==> config.mk <==
export PLATFORM = sky130hd
export DESIGN_NAME = stroke_segmenter
export DESIGN_NICKNAME = d
export VERILOG_FILES = /design/src/rtl/pictochat_pkg.sv /design/src/rtl/seg_fifo.sv /design/src/rtl/stroke_segmenter.sv
export SDC_FILE = /design/constraint.sdc
export NUM_CORES = 1
export LEC_CHECK = 0
export ABC_AREA = 1
export BUFFER_PORTS_ARGS = -buffer_cell sky130_fd_sc_hd__clkbuf_2
export CELL_PAD_IN_SITES_DETAIL_PLACEMENT = 1
export CELL_PAD_IN_SITES_GLOBAL_PLACEMENT = 1
export CORE_AREA = 4 4 150 152
export DETAILED_ROUTE_END_ITERATION = 10
export DIE_AREA = 0 0 154 156
export GPL_TIMING_DRIVEN = 0
export HOLD_SLACK_MARGIN = 0.03
export PLACE_DENSITY = 0.6
export SETUP_SLACK_MARGIN = 0.5
export SLEW_MARGIN = 20
export SYNTH_ARGS = -nofsm -noshare
export SYNTH_HDL_FRONTEND = slang
export SYNTH_HIERARCHICAL = 1
export SYNTH_SLANG_ARGS = --single-unit
==> constraint.sdc <==
create_clock -name clk_in -period 4.1 [get_ports clk_in]
set_clock_uncertainty 0.2 [all_clocks]
set_input_delay 0.615 -clock clk_in [delete_from_list [all_inputs] [get_ports clk_in]]
set_output_delay 0.615 -clock clk_in [all_outputs]
set_load 0.1 [all_outputs]
==> src/rtl/pictochat_pkg.sv <==
// Shared types for the pictochat drawing path: screen bounds, coordinate
// widths, the packed segment record and the stroke tracker states.
package pictochat_pkg;

    localparam int SCREEN_COLS = 240;
    localparam int SCREEN_ROWS = 320;

    typedef logic [7:0] col_t;
    typedef logic [8:0] row_t;
    typedef logic [2:0] color_t;

    typedef struct packed {
        col_t   col1;
        col_t   col2;
        row_t   row1;
        row_t   row2;
        color_t color;
    } segment_t;

    typedef enum logic {
        ST_IDLE    = 1'b0,
        ST_DRAWING = 1'b1
    } state_t;

    // Saturate a raw touch column onto the visible screen
    function automatic col_t clamp_col(input col_t c);
        return (c > col_t'(SCREEN_COLS - 1)) ? col_t'(SCREEN_COLS - 1) : c;
    endfunction

    // Saturate a raw touch row onto the visible screen
    function automatic row_t clamp_row(input row_t r);
        return (r > row_t'(SCREEN_ROWS - 1)) ? row_t'(SCREEN_ROWS - 1) : r;
    endfunction

endpackage

==> src/rtl/seg_fifo.sv <==
// Synchronous FIFO of segment_t. Pointers carry one extra wrap bit so full
// and empty are never ambiguous. A push while full is accepted only when a
// pop happens in the same cycle; otherwise it is ignored and the caller is
// expected to flag the drop. The head is read straight from the array so
// it is visible the cycle after the write, with no empty-path bypass.
module seg_fifo
    import pictochat_pkg::*;
#(
    parameter int DEPTH = 4
) (
    input  logic     clk,
    input  logic     rst_n,
    input  logic     push,
    input  segment_t push_data,
    input  logic     pop,
    output segment_t head,
    output logic     empty,
    output logic     full
);

    localparam int AW = $clog2(DEPTH);

    segment_t       mem [DEPTH];
    logic [AW:0]    wr_ptr_reg;
    logic [AW:0]    rd_ptr_reg;
    logic           push_en;
    logic           pop_en;

    assign empty   = (wr_ptr_reg == rd_ptr_reg);
    assign full    = (wr_ptr_reg[AW] != rd_ptr_reg[AW]) &&
                     (wr_ptr_reg[AW-1:0] == rd_ptr_reg[AW-1:0]);
    assign pop_en  = pop && !empty;
    assign push_en = push && (!full || pop_en);
    assign head    = mem[rd_ptr_reg[AW-1:0]];

    // Storage array; contents need no reset because empty masks them
    always_ff @(posedge clk) begin
        if (push_en) begin
            mem[wr_ptr_reg[AW-1:0]] <= push_data;
        end
    end

    // Read/write pointers wrap naturally through the extra bit
    always_ff @(posedge clk or negedge rst_n) begin
        if (!rst_n) begin
            wr_ptr_reg <= '0;
            rd_ptr_reg <= '0;
        end else begin
            if (push_en) begin
                wr_ptr_reg <= wr_ptr_reg + (AW+1)'(1);
            end
            if (pop_en) begin
                rd_ptr_reg <= rd_ptr_reg + (AW+1)'(1);
            end
        end
    end

endmodule

==> src/rtl/stroke_segmenter.sv <==
// Turns a stream of touch samples into line segments for the display.
// Samples are clamped to the screen, a pen-down in IDLE emits a dot, each
// further pen-down emits a segment from the previous point, and pen-up ends
// the stroke. Segments queue in seg_fifo until the display accepts them.
// Optional macro STROKE_DECIMATE_EN drops pen-down samples closer than
// MIN_DIST (Manhattan) to the anchor while drawing.
module stroke_segmenter
    import pictochat_pkg::*;
#(
    parameter int FIFO_DEPTH = 4,
    parameter int MIN_DIST   = 2
) (
    input  logic       clk_in,
    input  logic       rst_in,
    input  logic       sample_valid_in,
    input  logic [7:0] sample_col_in,
    input  logic [8:0] sample_row_in,
    input  logic       pen_down_in,
    input  logic [2:0] color_in,
    input  logic       seg_ready_in,
    output logic       seg_valid_out,
    output logic [7:0] col1_out,
    output logic [7:0] col2_out,
    output logic [8:0] row1_out,
    output logic [8:0] row2_out,
    output logic [2:0] color_out,
    output logic       overflow_out
);

    state_t   state_reg;
    col_t     anchor_col_reg;
    row_t     anchor_row_reg;
    logic     overflow_reg;

    col_t     sample_col;
    row_t     sample_row;
    logic     pen_down_sample;
    logic     pen_up_sample;
    logic     wants_push;
    logic     push_accepted;
    logic     push_dropped;
    logic     pop;
    segment_t seg_push;
    segment_t fifo_head;
    segment_t head_shown;
    logic     fifo_empty;
    logic     fifo_full;

    assign sample_col      = clamp_col(sample_col_in);
    assign sample_row      = clamp_row(sample_row_in);
    assign pen_down_sample = sample_valid_in && pen_down_in;
    assign pen_up_sample   = sample_valid_in && !pen_down_in;

`ifdef STROKE_DECIMATE_EN
    col_t       dist_col;
    row_t       dist_row;
    logic [9:0] dist_sum;
    logic       far_enough;

    assign dist_col   = (sample_col >= anchor_col_reg) ? (sample_col - anchor_col_reg)
                                                       : (anchor_col_reg - sample_col);
    assign dist_row   = (sample_row >= anchor_row_reg) ? (sample_row - anchor_row_reg)
                                                       : (anchor_row_reg - sample_row);
    assign dist_sum   = 10'(dist_col) + 10'(dist_row);
    assign far_enough = (int'({22'd0, dist_sum}) >= MIN_DIST);
    assign wants_push = pen_down_sample && ((state_reg == ST_IDLE) || far_enough);
`else
    // MIN_DIST only matters when decimation is built in
    if (MIN_DIST < 0) begin : g_min_dist_unused
    end
    assign wants_push = pen_down_sample;
`endif

    assign pop           = seg_valid_out && seg_ready_in;
    assign push_accepted = wants_push && (!fifo_full || pop);
    assign push_dropped  = wants_push && !push_accepted;

    // Build the outgoing segment: a dot from IDLE, else anchor-to-sample
    always_comb begin
        seg_push       = '0;
        seg_push.col2  = sample_col;
        seg_push.row2  = sample_row;
        seg_push.color = color_in;
        if (state_reg == ST_IDLE) begin
            seg_push.col1 = sample_col;
            seg_push.row1 = sample_row;
        end else begin
            seg_push.col1 = anchor_col_reg;
            seg_push.row1 = anchor_row_reg;
        end
    end

    // Stroke tracker: anchor and state move only on an accepted push
    always_ff @(posedge clk_in or negedge rst_in) begin
        if (!rst_in) begin
            state_reg      <= ST_IDLE;
            anchor_col_reg <= '0;
            anchor_row_reg <= '0;
            overflow_reg   <= 1'b0;
        end else begin
            overflow_reg <= push_dropped;
            if (pen_up_sample) begin
                state_reg <= ST_IDLE;
            end else if (push_accepted) begin
                state_reg      <= ST_DRAWING;
                anchor_col_reg <= sample_col;
                anchor_row_reg <= sample_row;
            end
        end
    end

    seg_fifo #(
        .DEPTH (FIFO_DEPTH)
    ) u_seg_fifo (
        .clk       (clk_in),
        .rst_n     (rst_in),
        .push      (wants_push),
        .push_data (seg_push),
        .pop       (pop),
        .head      (fifo_head),
        .empty     (fifo_empty),
        .full      (fifo_full)
    );

    // Head fields read as zero whenever nothing is queued
    assign head_shown    = fifo_empty ? '0 : fifo_head;
    assign seg_valid_out = !fifo_empty;
    assign col1_out      = head_shown.col1;
    assign col2_out      = head_shown.col2;
    assign row1_out      = head_shown.row1;
    assign row2_out      = head_shown.row2;
    assign color_out     = head_shown.color;
    assign overflow_out  = overflow_reg;

endmodule

## Word level (Yosys, flattened, before mapping)

Memories as Yosys holds them, arrays and structs flattened.
Index checks and enable logic that the tools add are counted.

| operators by class | value |
|---|---|
| bitwise operators | 1 |
| equality and inequality tests | 3 |
| mux-type cells | 9 |
| add/sub/neg operators | 2 |
| reductions and logical operators | 16 |
| order comparisons | 2 |

Operators by type and width:

| operator | number |
|---|---|
| $mux W37 | 1 |
| $mux W9 | 2 |
| $mux W8 | 2 |
| $gt A9 B9 Y1 const B | 1 |
| $gt A8 B8 Y1 const B | 1 |
| $logic_and A1 B1 Y1 | 8 |
| $add A3 B1 Y3 const B | 2 |
| $logic_not A1 Y1 | 4 |
| $mux W1 | 4 |
| $eq A3 B3 Y1 | 1 |
| $eq A2 B2 Y1 | 1 |
| $logic_or A1 B1 Y1 | 2 |
| $reduce_and A2 Y1 | 1 |
| $reduce_bool A2 Y1 | 1 |
| $ne A1 B1 Y1 | 1 |
| $not A1 Y1 | 1 |

| storage, ports and cells | value |
|---|---|
| bits in registers | 25 |
| bits in writable memories | 148 |
| output and inout bits | 39 |
| memories | 1 |
| logic and storage cells | 40 |
| input port bits | 25 |

Memory list:

| memory | depth | width | rd ports | clocked after Yosys merged registers in | wr ports | line | RTL |
|---|---|---|---|---|---|---|---|
| u_seg_fifo.mem | 4 | 37 | 1 | 0 | 1 | seg_fifo.sv:23 | `segment_t mem [DEPTH];` |

## Logic depth before layout (Yosys ltp)

Gate-level depths: netlist of run 1.

| depth | value |
|---|---|
| depth after elaboration | 8 |
| gate-level depth with buffers | 14 |
| depth with buffers taken out | 14 |

## Modules after synthesis

The synthesis of run 1 kept the hierarchy.

By module, submodules not included:

| module | cells each | times used | seq. area each (µm²) | area an instance (µm²) |
|---|---|---|---|---|
| seg_fifo | 418 | 1 | 4594.4 | 5896.9 |
| stroke_segmenter | 246 | 1 | 475.5 | 1415.1 |

## Worst setup path before layout of run 1

OpenSTA, ideal clock, no wires.

| path | value |
|---|---|
| path kind | flip-flop to flip-flop |
| start | register u_seg_fifo.rd_ptr_reg[0] |
| end | memory u_seg_fifo/mem[0][0] in the netlist's numbering, enable pin |
| data required time | 3469 ps |
| library setup time | 431 ps |
| path buffers | 1 |
| stages on the path, launching flop included | 12 |
| arrival time | 3328 ps |
| clock period less this slack | 3959 ps |
| path slack | 141 ps |
| cells stage by stage | dfrtp_1 buf_6 xnor2_4 nand3_2 inv_1 inv_2 nand2_4 inv_1 inv_1 nand4_2 nand2_2 nor2_1 |

| between the ends | value |
|---|---|
| word-level cells in the longest chain between the ends | 8 |
| elaborated cells between the ends (all ways) | 11 |
| those cells by class | eq/ne (2); mux (2); reduce/logical (7) |

RTL lines:

| element | line | RTL |
|---|---|---|
| start, declared | seg_fifo.sv:25 | `logic [AW:0] rd_ptr_reg;` |
| start signal, assigned | seg_fifo.sv:53 | `rd_ptr_reg <= rd_ptr_reg + (AW+1)'(1);` |
| $eq A3 B3 Y1 | seg_fifo.sv:29 | `assign empty = (wr_ptr_reg == rd_ptr_reg);` |
| via fifo_empty | stroke_segmenter.sv:46 | `logic fifo_empty;` |
| $logic_not A1 Y1 | stroke_segmenter.sv:127 | `assign seg_valid_out = !fifo_empty;` |
| via seg_valid_out | stroke_segmenter.sv:21 | `output logic seg_valid_out,` |
| $logic_and A1 B1 Y1 | stroke_segmenter.sv:74 | `assign pop = seg_valid_out && seg_ready_in;` |
| via pop | stroke_segmenter.sv:42 | `logic pop;` |
| $logic_and A1 B1 Y1 | seg_fifo.sv:32 | `assign pop_en = pop && !empty;` |
| $logic_or A1 B1 Y1 | seg_fifo.sv:33 | `assign push_en = push && (!full \|\| pop_en);` |
| $logic_and A1 B1 Y1 | seg_fifo.sv:33 |  |
| $mux W1 | seg_fifo.sv:38 | `if (push_en) begin` |
| $mux W1 (implied by the code) | seg_fifo.sv:39 | `mem[wr_ptr_reg[AW-1:0]] <= push_data;` |
| end, declared | seg_fifo.sv:23 |  |

The timed path passes the listed nets, and every way through them passes these cells.

## Worst setup path in the final report of run 1

| path | value |
|---|---|
| start | register u_seg_fifo.rd_ptr_reg[0] |
| end | output col2_out[4] |

| between the ends | value |
|---|---|
| word-level cells in the longest chain between the ends | 2 |
| elaborated cells between the ends (all ways) | 3 |
| those cells by class | eq/ne (1); mux (1); memory (1) |

RTL lines:

| element | line | RTL |
|---|---|---|
| $eq A3 B3 Y1 | seg_fifo.sv:29 |  |
| via fifo_empty | stroke_segmenter.sv:46 |  |
| $mux W37 | stroke_segmenter.sv:126 | `assign head_shown = fifo_empty ? '0 : fifo_head;` |
| end, declared | stroke_segmenter.sv:23 | `output logic [7:0] col2_out,` |

The timed path passes the listed nets, and every way through them passes these cells.

==> results.sh, run 1 <==
export IMPL_clockBufferDepth=2
export IMPL_place_hpwl_microns=14000
export IMPL_antenna_found_initial=0
export IMPL_grt_max_degree=26
export IMPL_reg2reg_slack_ps=990
export IMPL_synthArstFlopShare_pct=14.5
export IMPL_cap_violations=0
export IMPL_fin_ws_ps=661
export IMPL_cts_buffers=17
export IMPL_rsz0062_at_grt="no"
export IMPL_diodes=0
export IMPL_seq_area_frac_synth_pct=69.3
export IMPL_dr_total_vias=5091
export IMPL_synthTopCellsByCount="edfxtp_1, nand2_1, nor2_1"
export IMPL_ys_warn_count=6
export IMPL_grt_pass1_wl_microns=32200
export IMPL_die_area_sq_um=24000
export IMPL_path_class="reg2out"
export IMPL_cp_start_kind="flop"
export IMPL_dp_cells=1010
export IMPL_cts_tree="yes"
export IMPL_grt_overflow=0
export IMPL_reg2reg_depth=13
export IMPL_synth_avg_cell_area_sq_um=11.0
export IMPL_grt_usage_pct=17.8
export IMPL_fin_nets=784
export IMPL_drc=0
export IMPL_timing_rr_end="u_seg_fifo/mem[2][13]"
export IMPL_min_period_ps=3440
export IMPL_drt_first_iter_violations=292
export IMPL_synthFlopType="edfxtp_1"
export IMPL_synth_top_area_share_pct=60.8
export IMPL_critPathRequiredTime_ps=3280
export IMPL_globalplace_congestion=0.740
export IMPL_fin_crit_sh_pct=83.9
export IMPL_postCtsSetupRepairBufs=0
export IMPL_yosysTopAreaCell="edfxtp_1"
export IMPL_syn_instance_count=664
export IMPL_utilization_pct=42.0
export IMPL_synth_top_cells_by_area="edfxtp_1, dfrtp_1, nand2_1"
export IMPL_arrival_ps=2620
export IMPL_regToRegStartpoint="u_seg_fifo/rd_ptr_reg[0]"
export IMPL_dp_slack_ps=920
export IMPL_die_height_microns=156
export IMPL_end_kind="output pin"
export IMPL_status="complete, no violations"
export IMPL_synthMostInstantiatedCell="edfxtp_1"
export IMPL_clkLatencyLatePin_ps=420
export IMPL_hold_buffers=0
export IMPL_drt_wl_total_microns=20600
export IMPL_hold_viol=0
export IMPL_ios=64
export IMPL_cp_max_fo=10
export IMPL_synth_seq_cells=173
export IMPL_clk_pin_slew_ps=60
export IMPL_setup_viol=0
export IMPL_drive_above_1_share_pct=18.3
export IMPL_endpoint="col2_out[4]"
export IMPL_fp_coreArea_sq_um=21000
export IMPL_synth_edf_count=148
export IMPL_ant_nets=0
export IMPL_largest_register_ffs=148
export IMPL_syn_area_sq_um=7310
export IMPL_slew_limit_headroom_pct=52.8
export IMPL_syn_num_nets=694
export IMPL_clock_fmax_mhz=291
export IMPL_numClockSinks=173
export IMPL_hp_class="in2async"
export IMPL_initial_core_util_pct=34.8
export IMPL_port_buffer_count=63
export IMPL_dr_pass1_iters=4
export IMPL_max_slew_worst_pin_slew_ps=707
export IMPL_vias_per_cell=4.89
export IMPL_cts_htree_levels=4
export IMPL_dieWidth_microns=154
export IMPL_detail_route_wl_per_cell_microns=19.8
export IMPL_slew_violations=0
export IMPL_startpoint="u_seg_fifo/rd_ptr_reg[0]"
export IMPL_clock_root_buffer="clkbuf_16"
export IMPL_stdcell_count=1042
export IMPL_synth_cell_types=28
export IMPL_hold_slack_ps=33.5
export IMPL_area_growth_pct=20.9
export IMPL_rows=53
export IMPL_first_global_vias=5646
[worst max-delay path, cell delays in order (launching register included)]
cell      delay [ps]
dfrtp_1          540
buf_6            230
xnor2_4          150
nand3_2          160
inv_1            120
clkbuf_4         270
buf_2            270
nor2_1            80
clkbuf_2         370
[per-layer routing]
layer  routed length, microns  track usage (%)  up-vias
met5                        0                0        -
met4                      221             5.38        0
met3                      630             2.86       18
met2                    10600             31.4       90
met1                     9240             22.5     2560
li1                         -                -     2423
[metrics by stage]
stage	TNS, ps	instance area [sq um]
finish	0	8840
global route	0	8840
CTS	0	8830
detailed placement	0	8200
global placement	-203520	7970
floorplan	0	7310
[repair_timing]
item,CTS,global route
endpoints found under the setup margin,21,32
gates cloned,0,0
gates resized for setup,20,18
[cell usage in the layout, fill, tap and decap left out, types with 12 or more instances in the layout]
cell type and count:
dfrtp_1 25, inv_1 62, nand3_1 12, clkbuf_2 42, nor2_1 116, edfxtp_1 148
clkbuf_4 20, o22ai_1 37, clkbuf_16 17, o21ai_0 73, nand2_1 121, buf_2 23
[cell families (layout without fill, tap and decap cells)]
family	after synthesis	after routing	synth area share, %
xor gates and xnor gates	3	3	0.616
AOI/OAI and AO/OA	121	121	9.19
and+or+nand+nor	261	261	14.2
buffers and inverters	101	204	5.78
DFF	173	173	69.3
adders and majority gates	5	5	0.856
[final cells by class]
| type | count | area, sq um |
|---|---|---|
| buffer | 37 | 191 |
| clock buffer | 18 | 429 |
| clock inverter | 14 | 150 |
| fill | 2323 | 12200 |
| inverter | 64 | 240 |
| multi-input combinational | 390 | 1850 |
| sequential | 173 | 5070 |
| tap | 275 | 344 |
| timing repair buffer | 71 | 563 |
[how the worst min path moves through the flow]
stage	slack, ps	depth (start not counted)	to	from
after CTS	30	1	overflow_out	rst_in
final	30	1	overflow_out	rst_in
after detailed placement	270	2	anchor_row_reg[5]	anchor_row_reg[5]
after floorplan	120	0	anchor_col_reg[0]	rst_in
after global routing	60	1	u_seg_fifo/wr_ptr_reg[1]	rst_in
after global placement	250	2	anchor_col_reg[6]	anchor_col_reg[6]
Power of run 1 is left out: the tool's default activity adds up to more than one toggle a clock period on the data nets, which glitch-free logic cannot reach.
==> run 2: changes to the inputs <==
Clock period 4.1 ns to 3.4 ns, I/O delays scaled along.
==> results.sh, run 2 (same netlist as run 1, synthesis figures left out) <==
export IMPL_status="complete, no violations"
export IMPL_dr_total_vias=5226
export IMPL_grt_usage_pct=18.0
export IMPL_hold_slack_ps=112
export IMPL_grt_overflow=0
export IMPL_globalplace_congestion=0.751
export IMPL_cts_buffers=17
export IMPL_utilization_pct=45.1
export IMPL_cp_start_kind="flop"
export IMPL_ant_nets=0
export IMPL_cts_htree_levels=4
export IMPL_clockBufferDepth=2
export IMPL_min_period_ps=2860
export IMPL_drive_above_1_share_pct=23.2
export IMPL_die_area_sq_um=24000
export IMPL_diodes=0
export IMPL_end_kind="output pin"
export IMPL_largest_register_ffs=148
export IMPL_cts_tree="yes"
export IMPL_grt_max_degree=26
export IMPL_num_fill_cells=2226
export IMPL_max_slew_worst_pin_slew_ps=696
export IMPL_numClockSinks=173
export IMPL_layout_common_cells="edfxtp_1, nand2_1, nor2_1"
export IMPL_path_class="reg2out"
export IMPL_multiInputGateArea_sq_um=1940
export IMPL_port_buffer_count=63
export IMPL_fin_crit_sh_pct=84.2
export IMPL_drt_wl_total_microns=20900
export IMPL_setup_viol=0
export IMPL_area_growth_pct=29.8
export IMPL_slew_limit_headroom_pct=53.6
export IMPL_hold_viol=0
export IMPL_dieWidth_microns=154
export IMPL_drc=0
export IMPL_vias_per_cell=4.98
export IMPL_place_hpwl_microns=13900
export IMPL_clock_fmax_mhz=349
export IMPL_detail_route_wl_per_cell_microns=19.9
export IMPL_critPathRequiredTime_ps=2690
export IMPL_drt_first_iter_violations=244
export IMPL_ios=64
export IMPL_reg2reg_slack_ps=630
export IMPL_clock_root_buffer="clkbuf_16"
export IMPL_initial_core_util_pct=34.8
export IMPL_first_global_vias=5710
export IMPL_grt_pass1_wl_microns=32800
export IMPL_seqCellArea_sq_um=5070
export IMPL_rsz0062_at_grt="yes"
export IMPL_cp_max_fo=10
export IMPL_reg2reg_depth=12
export IMPL_dr_pass1_iters=4
export IMPL_fin_nets=792
export IMPL_arrival_ps=2150
export IMPL_fp_coreArea_sq_um=21000
export IMPL_hp_class="in2reg"
export IMPL_cap_violations=0
export IMPL_whs_path_depth=1
export IMPL_die_height_microns=156
export IMPL_clk_pin_slew_ps=60
export IMPL_final_common_cell="edfxtp_1"
export IMPL_slew_violations=0
export IMPL_antenna_found_initial=0
export IMPL_clkLatencyLatePin_ps=420
export IMPL_rows=53
[run 2: final cells by class]
cell class / count / share of cell area [%]
buffer: 37 / 3.90
clock buffer: 20 / 4.60
clock inverter: 12 / 1.53
inverter: 64 / 2.56
multi-input combinational: 390 / 20.4
sequential: 173 / 53.5
tap: 275 / 3.63
timing repair buffer: 79 / 9.88
[run 2: what timing repair did]
action                                 CTS  global route
buffers inserted                         8             1
pin swaps                                5             9
endpoints found under the hold margin   25             0
gates resized for setup                126            61
setup endpoints to repair              129            65
hold buffers                             1             0
[run 2: through the flow]
| stage | setup TNS (ps) | instance area (sq um) | setup WS [ps] | std cells |
|---|---|---|---|---|
| 5_1_grt | 0 | 9490 | 462 | 1050 |
| 4_1_cts | 0 | 9320 | 369 | 1049 |
| 6_report | 0 | 9490 | 538 | 1050 |
| 3_3_place_gp | -13140 | 8000 | -104 | 1002 |
| 2_1_floorplan | 0 | 7340 | 224 | 664 |
| 3_5_place_dp | 0 | 8150 | 150 | 1008 |
[run 2: metal layers]
metal | vias to the layer above | part of all wire [%] | GRT usage [%]
met4 | 0 | 1.1 | 5.26
met5 | - | 0 | 0
li1 | 2443 | - | -
met2 | 86 | 52 | 32.0
met3 | 11 | 2.5 | 2.94
met1 | 2686 | 44 | 22.7
[run 2: final timing paths]
kind / start / end
setup / recovery: u_seg_fifo/rd_ptr_reg[0] / col2_out[2]
hold / removal: color_in[2] / u_seg_fifo/mem[1][2]
setup reg to reg: u_seg_fifo/rd_ptr_reg[0] / u_seg_fifo/mem[0][13]
hold reg to reg: anchor_col_reg[5] / anchor_col_reg[5]
max in group asynchronous: rst_in / u_seg_fifo/rd_ptr_reg[0]
min in group asynchronous: rst_in / anchor_row_reg[7]
[run 2: critical path: stages (launching register included)]
cell and delay, ps:
dfrtp_2 480, buf_6 190, xnor2_4 150, nand3_4 120
inv_2 60, buf_12 160, buf_8 150, nor2_1 140
clkbuf_8 260
Power of run 2 is left out for the same reason.
==> run 3: changes to the inputs <==
Clock period 3.4 ns to 2.7 ns, I/O delays scaled along.
==> results.sh, run 3 (same netlist as run 1, synthesis figures left out) <==
export IMPL_dr_total_vias=5745
export IMPL_cts_tree="yes"
export IMPL_dr_pass1_iters=7
export IMPL_slew_violations=0
export IMPL_cp_max_fo=8
export IMPL_max_slew_worst_pin_slew_ps=682
export IMPL_fin_ws_ps=-91.3
export IMPL_fin_crit_sh_pct=103
export IMPL_cts_htree_levels=4
export IMPL_ant_nets=0
export IMPL_cp_start_kind="flop"
export IMPL_first_global_vias=6213
export IMPL_fp_coreArea_sq_um=21000
export IMPL_grt_overflow=0
export IMPL_end_kind="output pin"
export IMPL_fin_nets=865
export IMPL_min_period_ps=2790
export IMPL_grt_usage_pct=20.7
export IMPL_cap_violations=0
export IMPL_numClockSinks=173
export IMPL_antenna_found_initial=0
export IMPL_clock_root_buffer="clkbuf_16"
export IMPL_drc=0
export IMPL_final_common_cell="edfxtp_1"
export IMPL_setup_viol=17
export IMPL_grt_pass1_wl_microns=36900
export IMPL_diodes=0
export IMPL_clockBufferDepth=2
export IMPL_die_height_microns=156
export IMPL_num_fill_cells=2063
export IMPL_dieWidth_microns=154
export IMPL_hold_viol=0
export IMPL_clk_pin_slew_ps=70
export IMPL_slew_limit_headroom_pct=54.5
export IMPL_largest_register_ffs=148
export IMPL_area_growth_pct=59.2
export IMPL_port_buffer_count=63
export IMPL_status="finished, violations left"
export IMPL_setup_tns_ps=-466
export IMPL_cts_buffers=17
export IMPL_hp_class="in2reg"
export IMPL_die_area_sq_um=24000
export IMPL_detail_route_wl_per_cell_microns=22.7
export IMPL_violations="negative setup slack"
export IMPL_arrival_ps=2190
export IMPL_ios=64
export IMPL_drt_first_iter_violations=347
export IMPL_clock_fmax_mhz=358
export IMPL_rows=53
export IMPL_critPathRequiredTime_ps=2100
export IMPL_place_hpwl_microns=13700
export IMPL_rsz0062_at_grt="yes"
export IMPL_globalplace_congestion=0.737
export IMPL_grt_max_degree=26
export IMPL_path_class="reg2out"
export IMPL_initial_core_util_pct=34.8
export IMPL_drt_wl_total_microns=25400
export IMPL_clkLatencyLatePin_ps=440
export IMPL_layout_common_cells="edfxtp_1, nand2_1, clkbuf_16"
export IMPL_drive_above_1_share_pct=41.0
export IMPL_vias_per_cell=5.12
## run 3: changes by cell type in the layout (fill, tap and decap cells not counted), moves of 9 or more
cell | previous run | this run
clkbuf_16 | 19 | 63
o22ai_1 | 32 | 11
nor2_4 | 6 | 52
o22ai_2 | 5 | 26
buf_12 | 13 | 22
clkbuf_8 | 28 | 5
o21ai_0 | 70 | 61
buf_6 | 7 | 18
nor2_1 | 101 | 54
buf_4 | 11 | 34
inv_2 | 4 | 23
inv_1 | 59 | 37
buf_16 | 4 | 17
## run 3: area by class of cell
type | instances | area (sq um) | area share, %
well taps | 275 | 344 | 2.96
clock buffers | 18 | 439 | 3.77
plain buffers | 37 | 448 | 3.85
inverters | 64 | 265 | 2.28
repair buffers | 152 | 2440 | 21.0
clock inverters | 14 | 158 | 1.35
flip-flops and latches | 173 | 5070 | 43.6
multi-input cells | 390 | 2470 | 21.2
## run 3: layer usage
metal	track usage, %	up-vias	routed length [microns]
li1	-	2597	-
met1	25.5	2963	10900
met2	36.6	157	13100
met3	3.99	28	1030
met4	6.85	0	417
met5	0	-	0
## run 3: critical path, stage by stage, from the launching register on
cell,delay [ps]
dfrtp_2,480
buf_6,160
inv_8,70
buf_12,170
clkbuf_16,170
o21ai_0,120
o22ai_2,150
inv_2,90
nor2_4,120
clkbuf_16,200
## run 3: timing repair
action,4_1_cts,5_1_grt
pin swaps,22,65
setup endpoints to repair,187,204
hold buffers,5,0
gates resized for setup,215,118
buffers inserted,43,16
hold endpoints to repair,38,0
cloned,12,7
## run 3: path summary, 6_finish.rpt
kind,slack (ps),end,cells after the start,start
worst max-delay path,-90,col2_out[3],9,u_seg_fifo/rd_ptr_reg[0]
worst min-delay path,90,anchor_col_reg[5],3,sample_col_in[5]
worst max register to register,50,u_seg_fifo/mem[3][26],16,u_seg_fifo/rd_ptr_reg[0]
worst min register to register,280,anchor_col_reg[5],2,anchor_col_reg[5]
max in group asynchronous,1460,u_seg_fifo/rd_ptr_reg[0],2,rst_in
min in group asynchronous,360,overflow_out,2,rst_in
## run 3: stage by stage
| step | util (%) | cells | setup WS (ps) | area, sq um | hold WS [ps] |
|---|---|---|---|---|---|
| 2_1_floorplan | - | 664 | 113 | 7710 | -90.6 |
| 6_report | 55.4 | 1123 | -91.3 | 11600 | 91.3 |
| 5_1_grt | 55.4 | 1123 | -157 | 11600 | 107 |
| 3_3_place_gp | 39.8 | 1002 | -596 | 8370 | 255 |
| 4_1_cts | 52.3 | 1100 | -85.0 | 11000 | 72.6 |
| 3_5_place_dp | 40.5 | 1008 | -320 | 8510 | 265 |
Power of run 3 is left out for the same reason.
